--- src/rtl/dac_feed.sv ---
// dac_feed: stereo sample FIFO, volume scaler and sample-rate pacer feeding
// the type9f DAC. One scaled word pair is fetched per output period and
// presented with a single-cycle dac_req strobe one cycle after the fetch.
module dac_feed #(
  parameter int DEPTH = 16,
  parameter int DIV   = 512
) (
  input  logic                     dac_clk,
  input  logic                     dac_rst,
  input  logic                     en,
  input  logic [15:0]              in_lch,
  input  logic [15:0]              in_rch,
  input  logic                     in_valid,
  output logic                     in_ready,
  input  logic [7:0]               vol,
  input  logic                     clr,
  output logic [$clog2(DEPTH):0]   level,
  output logic                     underflow,
  output logic [19:0]              dac_lch,
  output logic [19:0]              dac_rch,
  output logic                     dac_req
);

  localparam int AW = $clog2(DEPTH);
  localparam int LW = AW + 1;
  localparam int CW = $clog2(DIV);
  localparam logic [LW-1:0] FULL_LVL  = LW'(DEPTH);
  localparam logic [CW-1:0] CNT_FETCH = CW'(DIV - 2);
  localparam logic [CW-1:0] CNT_LAST  = CW'(DIV - 1);

  // Sample storage: {lch, rch} per entry, no reset so it maps to block RAM.
  logic [31:0]   mem_q [DEPTH];

  logic [AW-1:0] wr_ptr_q, wr_ptr_d;
  logic [AW-1:0] rd_ptr_q, rd_ptr_d;
  logic [LW-1:0] level_q, level_d;
  logic [CW-1:0] div_cnt_q, div_cnt_d;
  logic [19:0]   lch_q, lch_d;
  logic [19:0]   rch_q, rch_d;
  logic          req_q, req_d;
  logic          uf_q, uf_d;

  logic          push;
  logic          fetch;
  logic          pop;
  logic [31:0]   head;
  logic [15:0]   smp    [2];
  logic [19:0]   scaled [2];

  // Full-FIFO backpressure; a same-cycle pop never opens a slot for a push.
  assign in_ready = (level_q != FULL_LVL) && !dac_rst;

  assign head   = mem_q[rd_ptr_q];
  assign smp[0] = head[31:16];
  assign smp[1] = head[15:0];

  // Per-channel volume scale: (sample * vol) >>> 4, floor rounding.
  // 24 bits hold every product (|-32768 * 255| < 2^23), so no saturation.
  for (genvar gi = 0; gi < 2; gi++) begin : g_scale
    logic signed [23:0] samp_ext;
    logic signed [23:0] vol_ext;
    logic signed [23:0] prod;
    assign samp_ext   = {{8{smp[gi][15]}}, smp[gi]};
    assign vol_ext    = {16'd0, vol};
    assign prod       = samp_ext * vol_ext;
    assign scaled[gi] = 20'(prod >>> 4);
  end

  // Next-state logic for pacer, FIFO bookkeeping, output words and flags.
  always_comb begin
    push      = in_valid & in_ready;
    fetch     = en && (div_cnt_q == CNT_FETCH);
    pop       = fetch && (level_q != '0);

    div_cnt_d = '0;
    if (en) begin
      div_cnt_d = (div_cnt_q == CNT_LAST) ? '0 : div_cnt_q + CW'(1);
    end

    wr_ptr_d = push ? wr_ptr_q + AW'(1) : wr_ptr_q;
    rd_ptr_d = pop  ? rd_ptr_q + AW'(1) : rd_ptr_q;

    level_d = level_q;
    case ({push, pop})
      2'b10:   level_d = level_q + LW'(1);
      2'b01:   level_d = level_q - LW'(1);
      default: level_d = level_q;
    endcase

    // Outputs change only at the fetch edge; an empty fetch yields silence.
    lch_d = lch_q;
    rch_d = rch_q;
    if (fetch) begin
      lch_d = pop ? scaled[0] : '0;
      rch_d = pop ? scaled[1] : '0;
    end

    req_d = en && (div_cnt_q == CNT_LAST);

    // An empty fetch sets the flag and wins over a coincident clear.
    uf_d = uf_q;
    if (fetch && !pop) begin
      uf_d = 1'b1;
    end else if (clr) begin
      uf_d = 1'b0;
    end
  end

  // FIFO storage write; contents are don't-care after reset.
  always_ff @(posedge dac_clk) begin
    if (push) begin
      mem_q[wr_ptr_q] <= {in_lch, in_rch};
    end
  end

  // State registers with synchronous reset.
  always_ff @(posedge dac_clk) begin
    if (dac_rst) begin
      wr_ptr_q  <= '0;
      rd_ptr_q  <= '0;
      level_q   <= '0;
      div_cnt_q <= '0;
      lch_q     <= '0;
      rch_q     <= '0;
      req_q     <= 1'b0;
      uf_q      <= 1'b0;
    end else begin
      wr_ptr_q  <= wr_ptr_d;
      rd_ptr_q  <= rd_ptr_d;
      level_q   <= level_d;
      div_cnt_q <= div_cnt_d;
      lch_q     <= lch_d;
      rch_q     <= rch_d;
      req_q     <= req_d;
      uf_q      <= uf_d;
    end
  end

  assign level     = level_q;
  assign underflow = uf_q;
  assign dac_lch   = lch_q;
  assign dac_rch   = rch_q;
  assign dac_req   = req_q;

endmodule
--- config.mk ---
export PLATFORM = sky130hd
export DESIGN_NAME = dac_feed
export DESIGN_NICKNAME = d
export VERILOG_FILES = /design/src/rtl/dac_feed.sv
export SDC_FILE = /design/constraint.sdc
export NUM_CORES = 1
export LEC_CHECK = 0
export ABC_CLOCK_PERIOD_IN_PS = 6600
export BUFFER_PORTS_ARGS = -buffer_cell sky130_fd_sc_hd__buf_2
export CORE_MARGIN = 2
export CORE_UTILIZATION = 45
export DETAILED_ROUTE_END_ITERATION = 7
export GPL_TIMING_DRIVEN = 0
export HOLD_SLACK_MARGIN = 0.15
export SYNTH_ARGS = -nofsm -noshare
export SYNTH_HDL_FRONTEND = slang
export SYNTH_SLANG_ARGS = --single-unit
--- constraint.sdc ---
create_clock -name dac_clk -period 6.6 [get_ports dac_clk]
set_clock_uncertainty 0.1 [all_clocks]
set_input_delay 0.33 -clock dac_clk [delete_from_list [all_inputs] [get_ports dac_clk]]
set_output_delay 0.33 -clock dac_clk [all_outputs]
set_load 0.05 [all_outputs]
==> results.md <==
- R2r worst-path depth: 19
- Worst path bufs/invs: 4
- Sinks on Clock Net: 580
- DRC violations left: 0
- CTS buffer count: 59
- Hold crit path type: in2reg
- Leading post-synthesis cells by cell area: edfxtp_1 (50%), fa_1 (13%), mux4_2 (12%), dfxtp_1 (4.4%), ha_1 (4.1%)
- Main flop type after synthesis: edfxtp_1
- Leak Pwr: 0.0134 uW
- Sequential share of the synthesized area: 54.6%
- Core ar.: 67300 sq um
- Die X: 265 um
- Crit Path Category: reg2reg
- FF+latch count, synth: 580
- Worst-margin pin slew: 1.08 ns
- Synth Net Count: 2438
- Slew Viols, Final: 0
- Die Height: 265 um
- Synth cell types: 51
- Ys async rst share: 0%
- Final setup viols: 0
- Synth warnings: 0
- Top cell type's share of synthesized area: 50.2%
- Hold_sp: dac_rst
- CP Cell Sequence: buf_6 -> clkbuf_4 -> mux4_2 -> mux4_2 -> and2_1 -> fa_1 -> fa_1 -> fa_1 -> inv_1 -> fa_1 -> inv_1 -> ha_1 -> and3_1 -> nor2b_1 -> nand4_1 -> o211ai_1 -> a21oi_1 -> xor2_1 -> o21ai_0
- Total of max-cap violations: 0
- Leading area contributor after synthesis: edfxtp_1
- Status: complete, no violations
- DRT iter0 DRCs: 1428
- Post-synthesis cell count: 2092
- Final nets: 2666
- Routed WL: 72900 um
- # port buffers: 91
- Clk slew on worst S/H paths: 0.06 ns
- R2R Path End: dac_rch[16]
- Starting density of the core: 45.6%
- Crit-path max FO: 10
- Pre-CTS WS: -0.893 ns
- Synthesized area: 30700 sq um
- Post-route minimum period: 6.39 ns
- Layout cells sized above 1: 18.6%
- Slew margin rel.: 27.2%
- Clock Path Buffers: 3
- Maximum VDD drop: 0.246 mV
- Final period utilization: 96.8%
- Initial antenna violation count: 5
- Dpl cell area: 32800 sq um
- CTS tree: done
- Antenna-violating nets left: 0
- Drt first pass iters: 5
- Row count: 95
- Clk Latency, worst-skew pair: 0.64 ns
- WHS Endpoint: wr_ptr_q[1]
- Mean Syn Cell Area: 14.7 sq um
- Post-synth EDFFs: 512
- I/O pins: 93
- CP delay by family, top: adder cells
- Drt wl/cell: 22.5 um
- Arrival time at the worst endpoint: 6.81 ns
- Max Freq: 157 MHz
- CP Launch Type: flop
- Avg Vias per Cell: 5.37
- PD cells: 306 nW/um^2
- Hold Crit Depth: 2
- CP endpoint kind: flop
- Final hold violations: 0
- Largest net degree at the start of global routing: 22
- Root Driver: clkbuf_16
- Hpwl dp: 53000 um
- Worst hold slack: 0.201 ns
- Critical Path Max Stage Delay: 0.66 ns
- DR vias: 17400
- Design Area, Final: 35400 sq um
- Req. time, crit path: 7.03 ns
- Vias in the first global route: 18500
- First-pass GRT wire length: 110000 um
- R2R Setup Slk: 0.21 ns
- Synth-to-layout area growth: 15.5%
- Total grt overflow: 0
- Critical Path Most Common Cell: fa_1
- Die ar.: 70200 sq um
- Worst setup margin: 0.214 ns
- Gr usage total: 21.1%
- Unrepaired setup endpoints after global routing: yes
- H-tree depth reported by CTS: 2
- Crit-path slowest cell: mux4_2
- Fillcell total: 5538
- Routability cong.: 0.834
==> worst reg2reg max path, stage by stage, from the launching register on <==
cell	delay (ns)
dfxtp_1	0.40
buf_6	0.22
clkbuf_4	0.34
mux4_2	0.55
mux4_2	0.66
and2_1	0.26
fa_1	0.47
fa_1	0.49
fa_1	0.55
inv_1	0.05
fa_1	0.50
inv_1	0.06
ha_1	0.39
and3_1	0.23
nor2b_1	0.32
nand4_1	0.13
o211ai_1	0.26
a21oi_1	0.12
xor2_1	0.14
o21ai_0	0.08
==> area by class of cell <==
type                       instances  area (sq um)  area share [%]
inverter                         311          1170            3.30
multi-input combinational       1120         12600            35.6
clock inverter                    36           418            1.18
tap                              873          1090            3.09
sequential                       580         16700            47.3
antenna                            2          5.00          0.0141
timing repair buffer             167          1380            3.90
buffer                            81           468            1.32
clock buffer                      74          1530            4.33
==> kinds of logic (layout without fill, tap and decap cells) <==
| family | count (synthesis) | in the layout | synth area share (%) |
|---|---|---|---|
| AND/OR/NAND/NOR | 447 | 447 | 6.89 |
| flip-flops | 580 | 580 | 54.6 |
| adder cells (fa/ha/maj) | 301 | 301 | 17.2 |
| multiplexers | 161 | 161 | 11.8 |
| buffers and inverters | 392 | 669 | 4.86 |
| AO/OA/AOI/OAI | 150 | 150 | 2.92 |
| other | 0 | 2 | 0 |
| XOR/XNOR | 61 | 61 | 1.74 |
==> synthesized netlist by cell type, types with 3 or more instances <==
master and n:
edfxtp_1 512, inv_1 311, nand2_1 207, fa_1 201, mux4_2 160, and2_1 118, ha_1 100, dfxtp_1 68
clkbuf_1 62, nor2_1 61, a21oi_1 51, o21ai_0 44, xor2_1 33, xnor2_1 28, nand3_1 18, buf_2 15
a21o_1 11, a22oi_1 9, a31oi_1 8, nand4_1 8, nor3_1 8, a211oi_1 5, nor2b_1 5, or3_1 5
and3_1 4, buf_1 4, o21bai_1 4, nand2b_1 3, o211ai_1 3
==> through the flow <==
step                util, %  setup TNS (ns)  instances  total power, uW
detailed placement     48.8          -17.32       3088             7490
floorplan                 -               0       2092             6600
CTS                    52.4               0       3234            10900
finish                 52.6               0       3244            10800
global placement       47.9         -113.90       3056             7430
global route           52.6         -0.0342       3243            11500
==> what timing repair did <==
action	in CTS	in global routing
hold endpoints to repair	520	0
pin swaps	0	3
gates cloned	0	0
endpoints found under the setup margin	30	20
resized for setup	52	36
setup buffers	1	8
hold buffers	35	0
==> routing by layer <==
metal | vias up | global-route usage (%) | wire, um
li1 | 7805 | - | -
met1 | 9073 | 27.4 | 29600
met2 | 460 | 36.5 | 36900
met3 | 97 | 3.92 | 4500
met4 | 0 | 5.97 | 1930
met5 | - | 0 | 0
==> where the power goes <==
group          switching, uW  internal (uW)  total [uW]
registers               7.42           4010        4020
clock network           1410           1930        3340
logic                   2110           1360        3470
total                   3530           7300       10800
==> how the worst max path moves through the flow <==
stage                     slack (ns)           to  depth (start not counted)
final                           0.21  dac_rch[16]                         19
after floorplan                 0.55  dac_lch[16]                         21
after global routing           -0.01  dac_rch[12]                         21
after detailed placement       -0.89  dac_lch[16]                         21
after global placement         -0.86  dac_rch[19]                         20
after CTS                       0.02  dac_lch[16]                         21
==> state kept, by name, summed over array words and instances (netlist names), named ones only <==
name and cells:
dac_lch 20, wr_ptr_q 4, level 5, rd_ptr_q 4, dac_req 1, underflow 1, div_cnt_q 9, mem_q 512
dac_rch 20
==> cell usage in the layout (no fill, tap or decap), drive strengths merged, types with 11 or more instances in the layout <==
cell / Yosys / routed
xnor2: 28 / 28
ha: 100 / 100
edfxtp: 512 / 512
xor2: 33 / 33
clkinv: 0 / 22
buf: 19 / 153
dlygate4sd3: 0 / 35
and2: 118 / 118
nand2: 207 / 207
nor2: 61 / 61
a21o: 11 / 11
dfxtp: 68 / 68
clkbuf: 62 / 132
nand3: 18 / 18
inv: 311 / 314
a21oi: 51 / 51
mux4: 160 / 160
fa: 201 / 201
o21ai: 44 / 44
Power figures use the tool's default switching activity.
